$ cat src/rtl/alu_issue.sv
// alu_issue: single-issue front end for an external one-cycle ALU.
// Holds an 8x32 register file (r0 hardwired to zero), registers operands
// toward the ALU, and writes results back two edges after accept.
// Build option: define ALU_ISSUE_FWD_EN to forward alu_dr into the operand
// outputs on a distance-1 hazard; without it the block stalls one cycle and
// relies on the write-through read path instead.
module alu_issue #(
    parameter int DATA_W = 32
) (
    input  logic              clk,
    input  logic              rst_n,
    input  logic              in_valid,
    output logic              in_ready,
    input  logic [3:0]        in_op,
    input  logic [2:0]        in_rd,
    input  logic [2:0]        in_rs,
    input  logic [2:0]        in_rt,
    input  logic              in_imm_en,
    input  logic [15:0]       in_imm,
    output logic [3:0]        alu_op,
    output logic [DATA_W-1:0] alu_tr,
    output logic [DATA_W-1:0] alu_sr,
    input  logic [DATA_W-1:0] alu_dr,
    input  logic              alu_cf,
    input  logic              alu_of,
    output logic              wb_valid,
    output logic              flags_cf,
    output logic              flags_of,
    input  logic [2:0]        dbg_addr,
    output logic [DATA_W-1:0] dbg_data
);

    logic [DATA_W-1:0] rf [8];
    logic              vld_p1, vld_p2;
    logic [2:0]        rd_p1, rd_p2;
    logic [3:0]        op_p1;
    logic [DATA_W-1:0] tr_p1, sr_p1;
    logic [DATA_W-1:0] rs_val, rt_val, sr_val;
    logic              haz_t, haz_s, accept, wb_en;

    function automatic logic [DATA_W-1:0] sext_imm(input logic [15:0] v);
        return {{(DATA_W-16){v[15]}}, v};
    endfunction

    assign wb_en  = vld_p2 && (rd_p2 != 3'd0);
    assign accept = in_valid && in_ready;

    // Distance-1 hazard: offered instruction reads the nonzero rd still in p1.
    assign haz_t = vld_p1 && (rd_p1 != 3'd0) && (rd_p1 == in_rs);
    assign haz_s = vld_p1 && (rd_p1 != 3'd0) && !in_imm_en && (rd_p1 == in_rt);

    // Operand read with write-through from a writeback on the same edge.
    always_comb begin
        rs_val = rf[in_rs];
        rt_val = rf[in_rt];
        if (wb_en && (rd_p2 == in_rs)) rs_val = alu_dr;
        if (wb_en && (rd_p2 == in_rt)) rt_val = alu_dr;
        sr_val = in_imm_en ? sext_imm(in_imm) : rt_val;
    end

`ifdef ALU_ISSUE_FWD_EN
    logic fwd_t_p1, fwd_s_p1;

    assign in_ready = 1'b1;
    assign alu_tr   = fwd_t_p1 ? alu_dr : tr_p1;
    assign alu_sr   = fwd_s_p1 ? alu_dr : sr_p1;

    // Forward bits live for exactly the cycle after a hazarding accept.
    always_ff @(posedge clk or negedge rst_n) begin
        if (!rst_n) begin
            fwd_t_p1 <= 1'b0;
            fwd_s_p1 <= 1'b0;
        end else begin
            fwd_t_p1 <= accept && haz_t;
            fwd_s_p1 <= accept && haz_s;
        end
    end
`else
    assign in_ready = !(in_valid && (haz_t || haz_s));
    assign alu_tr   = tr_p1;
    assign alu_sr   = sr_p1;
`endif

    assign alu_op   = op_p1;
    assign wb_valid = vld_p2;
    assign dbg_data = rf[dbg_addr];

    // ---- p1 -> p2 boundary: valid and destination index advance each edge.
    always_ff @(posedge clk or negedge rst_n) begin
        if (!rst_n) begin
            vld_p1 <= 1'b0;
            vld_p2 <= 1'b0;
            rd_p1  <= 3'd0;
            rd_p2  <= 3'd0;
        end else begin
            vld_p1 <= accept;
            vld_p2 <= vld_p1;
            if (accept) rd_p1 <= in_rd;
            rd_p2  <= rd_p1;
        end
    end

    // ---- p0 -> p1 boundary: capture operands on accept, otherwise hold.
    always_ff @(posedge clk or negedge rst_n) begin
        if (!rst_n) begin
            op_p1 <= 4'd0;
            tr_p1 <= '0;
            sr_p1 <= '0;
        end else if (accept) begin
            op_p1 <= in_op;
            tr_p1 <= rs_val;
            sr_p1 <= sr_val;
        end
`ifdef ALU_ISSUE_FWD_EN
        else begin
            // Fold a forwarded value in so the held operand stays what was issued.
            if (fwd_t_p1) tr_p1 <= alu_dr;
            if (fwd_s_p1) sr_p1 <= alu_dr;
        end
`endif
    end

    // ---- p2 writeback: register file and flags.
    always_ff @(posedge clk or negedge rst_n) begin
        if (!rst_n) begin
            for (int i = 0; i < 8; i++) rf[i] <= '0;
            flags_cf <= 1'b0;
            flags_of <= 1'b0;
        end else begin
            if (vld_p2) begin
                flags_cf <= alu_cf;
                flags_of <= alu_of;
            end
            if (wb_en) rf[rd_p2] <= alu_dr;
        end
    end

endmodule

$ cat config.mk
export PLATFORM = sky130hd
export DESIGN_NAME = alu_issue
export DESIGN_NICKNAME = d
export VERILOG_FILES = /design/src/rtl/alu_issue.sv
export SDC_FILE = /design/constraint.sdc
export NUM_CORES = 1
export LEC_CHECK = 0
export BUFFER_PORTS_ARGS = -buffer_cell sky130_fd_sc_hd__buf_2
export CAP_MARGIN = 20
export CELL_PAD_IN_SITES_DETAIL_PLACEMENT = 0
export CELL_PAD_IN_SITES_GLOBAL_PLACEMENT = 1
export CORE_ASPECT_RATIO = 0.7
export CORE_UTILIZATION = 54
export DETAILED_ROUTE_END_ITERATION = 12
export PLACE_DENSITY_LB_ADDON = 0.1
export SYNTH_ARGS = -nofsm -noshare
export SYNTH_HDL_FRONTEND = slang
export SYNTH_SLANG_ARGS = --single-unit
$ cat constraint.sdc
create_clock -name clk -period 4.1 [get_ports clk]
set_clock_uncertainty 0.2 [all_clocks]
set_input_delay 0.82 -clock clk [delete_from_list [all_inputs] [get_ports clk]]
set_output_delay 0.82 -clock clk [all_outputs]
set_load 0.005 [all_outputs]
---- Word-level counts from Yosys, hierarchy flattened ----
Index checks and enable logic that the tools add are counted.
Widths: inputs -> output; s select.
storage, ports and cells
  register bits after elaboration ......... 334
  logic and storage cells ................. 60
cells by class
  magnitude comparators ................... 5
  equal/unequal tests ..................... 4
  mux-type cells .......................... 15
  bitwise operators ....................... 4
  reductions and logical operators ........ 15
operators by type and width
  operator            count
  $mux 32             10
  $bmux 32 s3         3
  $bwmux 256          1
  $demux 32 s3        1
  $ge 4x4->1 const B  4
  $not 3->4           4
  $eq 3x3->1          4
  $logic_and 1x1->1   10
  $reduce_bool 3->1   2
  $lt 4x1->1 const B  1
  $logic_not 1->1     2
  $logic_or 1x1->1    1

---- Logic depth before layout (Yosys ltp) ----
  depth in word-level cells ............... 8
  gate-level depth with buffers ........... 8
  gate-level depth less buffers ........... 5

---- Least setup slack after synthesis ----
No wires, ideal clock.
  path kind ............................... input to output
  start point ............................. input dbg_addr[0]
  end point ............................... output dbg_data[0]
  arrival ................................. 2302 ps
  required time ........................... 3080 ps
  setup slack ............................. 778 ps
  stages on the path ...................... 4
  cell sequence ........................... clkbuf_1 buf_2 mux4_2 mux2_2
on the way
  word-level cells in the longest chain between the ends .. 4
RTL lines
  what                                         line  RTL
  start: declaration                           29    input logic [2:0] dbg_addr,
  $not 3->4 (not written as such)              86    assign dbg_data = rf[dbg_addr];
  $bmux 32 s3                                  86
  $mux 32 (not written as such) (2 in series)  86
  end: declaration                             30    output logic [DATA_W-1:0] dbg_data
No other way between the ends. The select of a mux whose other input is x is not followed.

---- Final worst setup path ----
  start point ............................. input dbg_addr[0]
  end point ............................... output dbg_data[24]
The elaborated chain is that of the path after synthesis.

==> results.sh <==
export IMPL_yosysTopAreaCellShare_pct=44.1
export IMPL_netlist_cell_type_count=33
export IMPL_cts_root_buf="clkbuf_16"
export IMPL_slew_headroom_pct=30.3
export IMPL_grt_pass1_vias=13000
export IMPL_port_buffers=173
export IMPL_p_sw_mw=4.48
export IMPL_pwr_share_clk_pct=23.1
export IMPL_synthMuxAreaShare_pct=42.9
export IMPL_multi_input_area_um2=9950
export IMPL_clockBufferDepth=3
export IMPL_cp_data_required_time_ns=3.08
export IMPL_wl_per_cell_um=26.8
export IMPL_netlist_area_um2=19000
export IMPL_dp_cells=1916
export IMPL_finalSetupViolCount=0
export IMPL_fill_cells=2706
export IMPL_critPathCaptureType="primary output"
export IMPL_grt_usage_pct=30.5
export IMPL_hold_path_class="input pin to async pin"
export IMPL_vias=12800
export IMPL_arrival_ns=2.27
export IMPL_tns_ns=0
export IMPL_leakagePower_nw=9.39
export IMPL_worstMarginPinSlew_ns=1.04
export IMPL_drt_iter0_markers=1104
export IMPL_yosysWarnings=0
export IMPL_crit_buf_inv=3
export IMPL_dieArea_um2=35900
export IMPL_areaGrowthSynthToFinish_pct=13.3
export IMPL_h_tree_depth=2
export IMPL_cpPeakStageDelay_ns=0.55
export IMPL_fp_dieW_um=226
export IMPL_max_freq_mhz=304
export IMPL_reg2reg_to="rf[144]"
export IMPL_totalWireLength_um=53100
export IMPL_firstDrtPassIters=5
export IMPL_critPathTopFamily="multiplexers"
export IMPL_crit_slowest_cell="mux4_2"
export IMPL_synthAdderAreaFrac_pct=0
export IMPL_drc=0
export IMPL_critPathKind="input pin to primary output"
export IMPL_rsz0062_at_grt="no"
export IMPL_synth_seq_cells=334
export IMPL_synth_top_family_by_area="multiplexers"
export IMPL_gp_congestion=0.819
export IMPL_tritoncts="done"
export IMPL_grt_max_degree=81
export IMPL_finalMaxSlewViolations=0
export IMPL_syn_area_per_cell_um2=13.8
export IMPL_postCtsResizedCells=0
export IMPL_rows=57
export IMPL_clk_transition_reported_paths_ns=0.06
export IMPL_worst_r2r_setup_slack_ns=1.41
export IMPL_post_route_period_util_pct=80.2
export IMPL_drv_cap=0
export IMPL_dp_hpwl_um=32100
export IMPL_p_int_mw=9.67
export IMPL_viasPerCell=6.49
export IMPL_die_height_um=159
export IMPL_comb_power_share_pct=33.7
export IMPL_status="finished, final reports clean"
export IMPL_peakVddDrop_mv=0.360
export IMPL_regArea_um2=8360
export IMPL_grt_pass1_wl_um=82300
export IMPL_pwr_density_cell_nw_per_um2=659
export IMPL_instances_no_fill=1977
export IMPL_synth_xor_area_share_pct=0.554
export IMPL_finalCriticalPeriod_ns=3.29
export IMPL_drive_gt1_share_pct=47.3
export IMPL_synthSimpleGateAreaFrac_pct=3.09
export IMPL_clock_sink_count=334
export IMPL_grt_antenna_before_repair=2
export IMPL_worst_slack_ns=0.813
export IMPL_critical_path_max_fanout=38
export IMPL_startpoint="dbg_addr[0]"
export IMPL_start_util_pct=54.7
export IMPL_cp_cell_sequence="buf_4 -> buf_12 -> mux4_2 -> mux2_2 -> buf_2"
export IMPL_synthesis_instances=1378
export IMPL_p_seq_share_pct=43.2
export IMPL_fin_nets=1552
export IMPL_clock_latency_ns=0.53
export IMPL_core_region_area_um2=34700
export IMPL_finalHoldViolCount=0
export IMPL_mappedNetlistNets=1448
export IMPL_ff2ff_path_depth=3
export IMPL_cts_made_buffers=36
export IMPL_cp_start_kind="input pin"
export IMPL_p_sw_share_pct=31.7
export IMPL_yosys_area_top_type="dfrtp_1"
export IMPL_post_place_ws_ns=0.816
export IMPL_post_cts_buffers=0
export IMPL_hold_buffers=0
export IMPL_pin_count=174
export IMPL_yosysSeqAreaShare_pct=44.1
export IMPL_synth_compound_area_share_pct=5.64
export IMPL_synthTopCellsByArea="dfrtp_1, mux2_2, mux4_2"
export IMPL_rr_startpoint="wb_valid"
export IMPL_antenna_left=0
export IMPL_grt_overflow_total=0
[registers in the layout (all words and copies together) (netlist names)]
register	flops
rd_p2	3
wb_valid	1
flags_cf	1
vld_p1	1
alu_sr	32
flags_of	1
rf	256
rd_p1	3
alu_op	4
alu_tr	32
[logic make-up after synthesis]
| family | count (synthesis) |
|---|---|
| mux | 594 |
| simple gates | 121 |
| buf+inv | 151 |
| compound gates | 166 |
| xor+xnor | 12 |
| flops | 334 |
[cell usage in the layout, fill, tap and decap left out, types with 2 or more instances in the layout]
cell / synthesis / routed
buf_12: 0 / 17
clkinv_2: 0 / 4
buf_4: 11 / 28
mux2i_1: 157 / 157
nand4b_1: 3 / 3
nor2b_4: 0 / 2
o31a_1: 2 / 2
buf_2: 44 / 169
a21oi_1: 78 / 78
bufinv_16: 0 / 3
a22oi_1: 62 / 62
nor2_1: 55 / 54
o22a_1: 17 / 17
mux4_2: 130 / 130
a31oi_1: 5 / 5
or3_1: 5 / 5
clkbuf_1: 82 / 10
nor2b_1: 12 / 10
nand4_1: 3 / 3
xnor2_1: 6 / 6
dfrtp_1: 334 / 334
nand3_1: 11 / 11
nor3_1: 18 / 17
clkbuf_8: 0 / 6
mux2_2: 260 / 260
clkbuf_16: 0 / 37
nand2_1: 8 / 8
mux2_4: 47 / 47
xor2_1: 6 / 6
nor4bb_4: 0 / 2
[per-stage QoR]
step	utilization (%)	hold slack (ns)	power, mW	instance area [µm²]
floorplan	-	0.154	9.19	19000
global placement	58.7	0.162	10.7	20300
detailed placement	58.7	0.168	10.8	20300
CTS	62.0	0.109	14.2	21500
global route	62.0	0.128	14.9	21500
finish	62.0	0.0817	14.2	21500
[synth_stat cells (all sizes together)]
library cell  count
dfrtp           334
mux2            307
mux2i           157
mux4            130
clkbuf           82
a21oi            78
buf              68
a22oi            62
nor2             55
nor3             18
o22a             17
nor2b            12
nand3            11
nand2             8
xnor2             6
xor2              6
a31oi             5
or3               5
nand4             3
nand4b            3
and2              2
nor4bb            2
o31a              2
a211oi            1
and4              1
inv               1
nor4              1
o21ai             1
[routing by layer]
layer	routed length, µm	global-route usage [%]	vias up	share of wire [%]
met5	13	0	-	0.025
met4	1090	8.14	2	2.1
met3	4080	6.70	94	7.7
met2	23400	43.6	567	44
met1	24400	46.9	6704	46
li1	-	-	5468	-
[power groups by stage]
| stage | Sequential [mW] | Clock [mW] | Combinational [mW] |
|---|---|---|---|
| floorplan | 5.59 | 0 | 3.59 |
| finish | 6.12 | 3.27 | 4.76 |
| detailed placement | 6.08 | 0 | 4.76 |
| global placement | 6.05 | 0 | 4.65 |
| CTS | 6.05 | 3.34 | 4.78 |
| global route | 6.30 | 3.48 | 5.14 |
[how the worst max path moves through the flow]
stage | endpoint | cells after the start | slack, ns
6_report | dbg_data[24] | 5 | 0.81
5_1_grt | dbg_data[29] | 5 | 0.75
4_1_cts | dbg_data[25] | 5 | 0.81
3_5_place_dp | dbg_data[25] | 5 | 0.82
3_3_place_gp | dbg_data[29] | 5 | 0.84
2_1_floorplan | dbg_data[0] | 4 | 0.78
[area by class of cell]
class / instances / share of cell area, %
Sequential cell: 334 / 38.9
Multi-Input combinational cell: 893 / 46.3
Clock buffer: 53 / 4.87
Timing Repair Buffer: 216 / 6.62
Inverter: 1 / 0.0175
Clock inverter: 7 / 0.512
Antenna cell: 1 / 0.0116
Tap cell: 472 / 2.75
(Power assumes the default switching activity.)
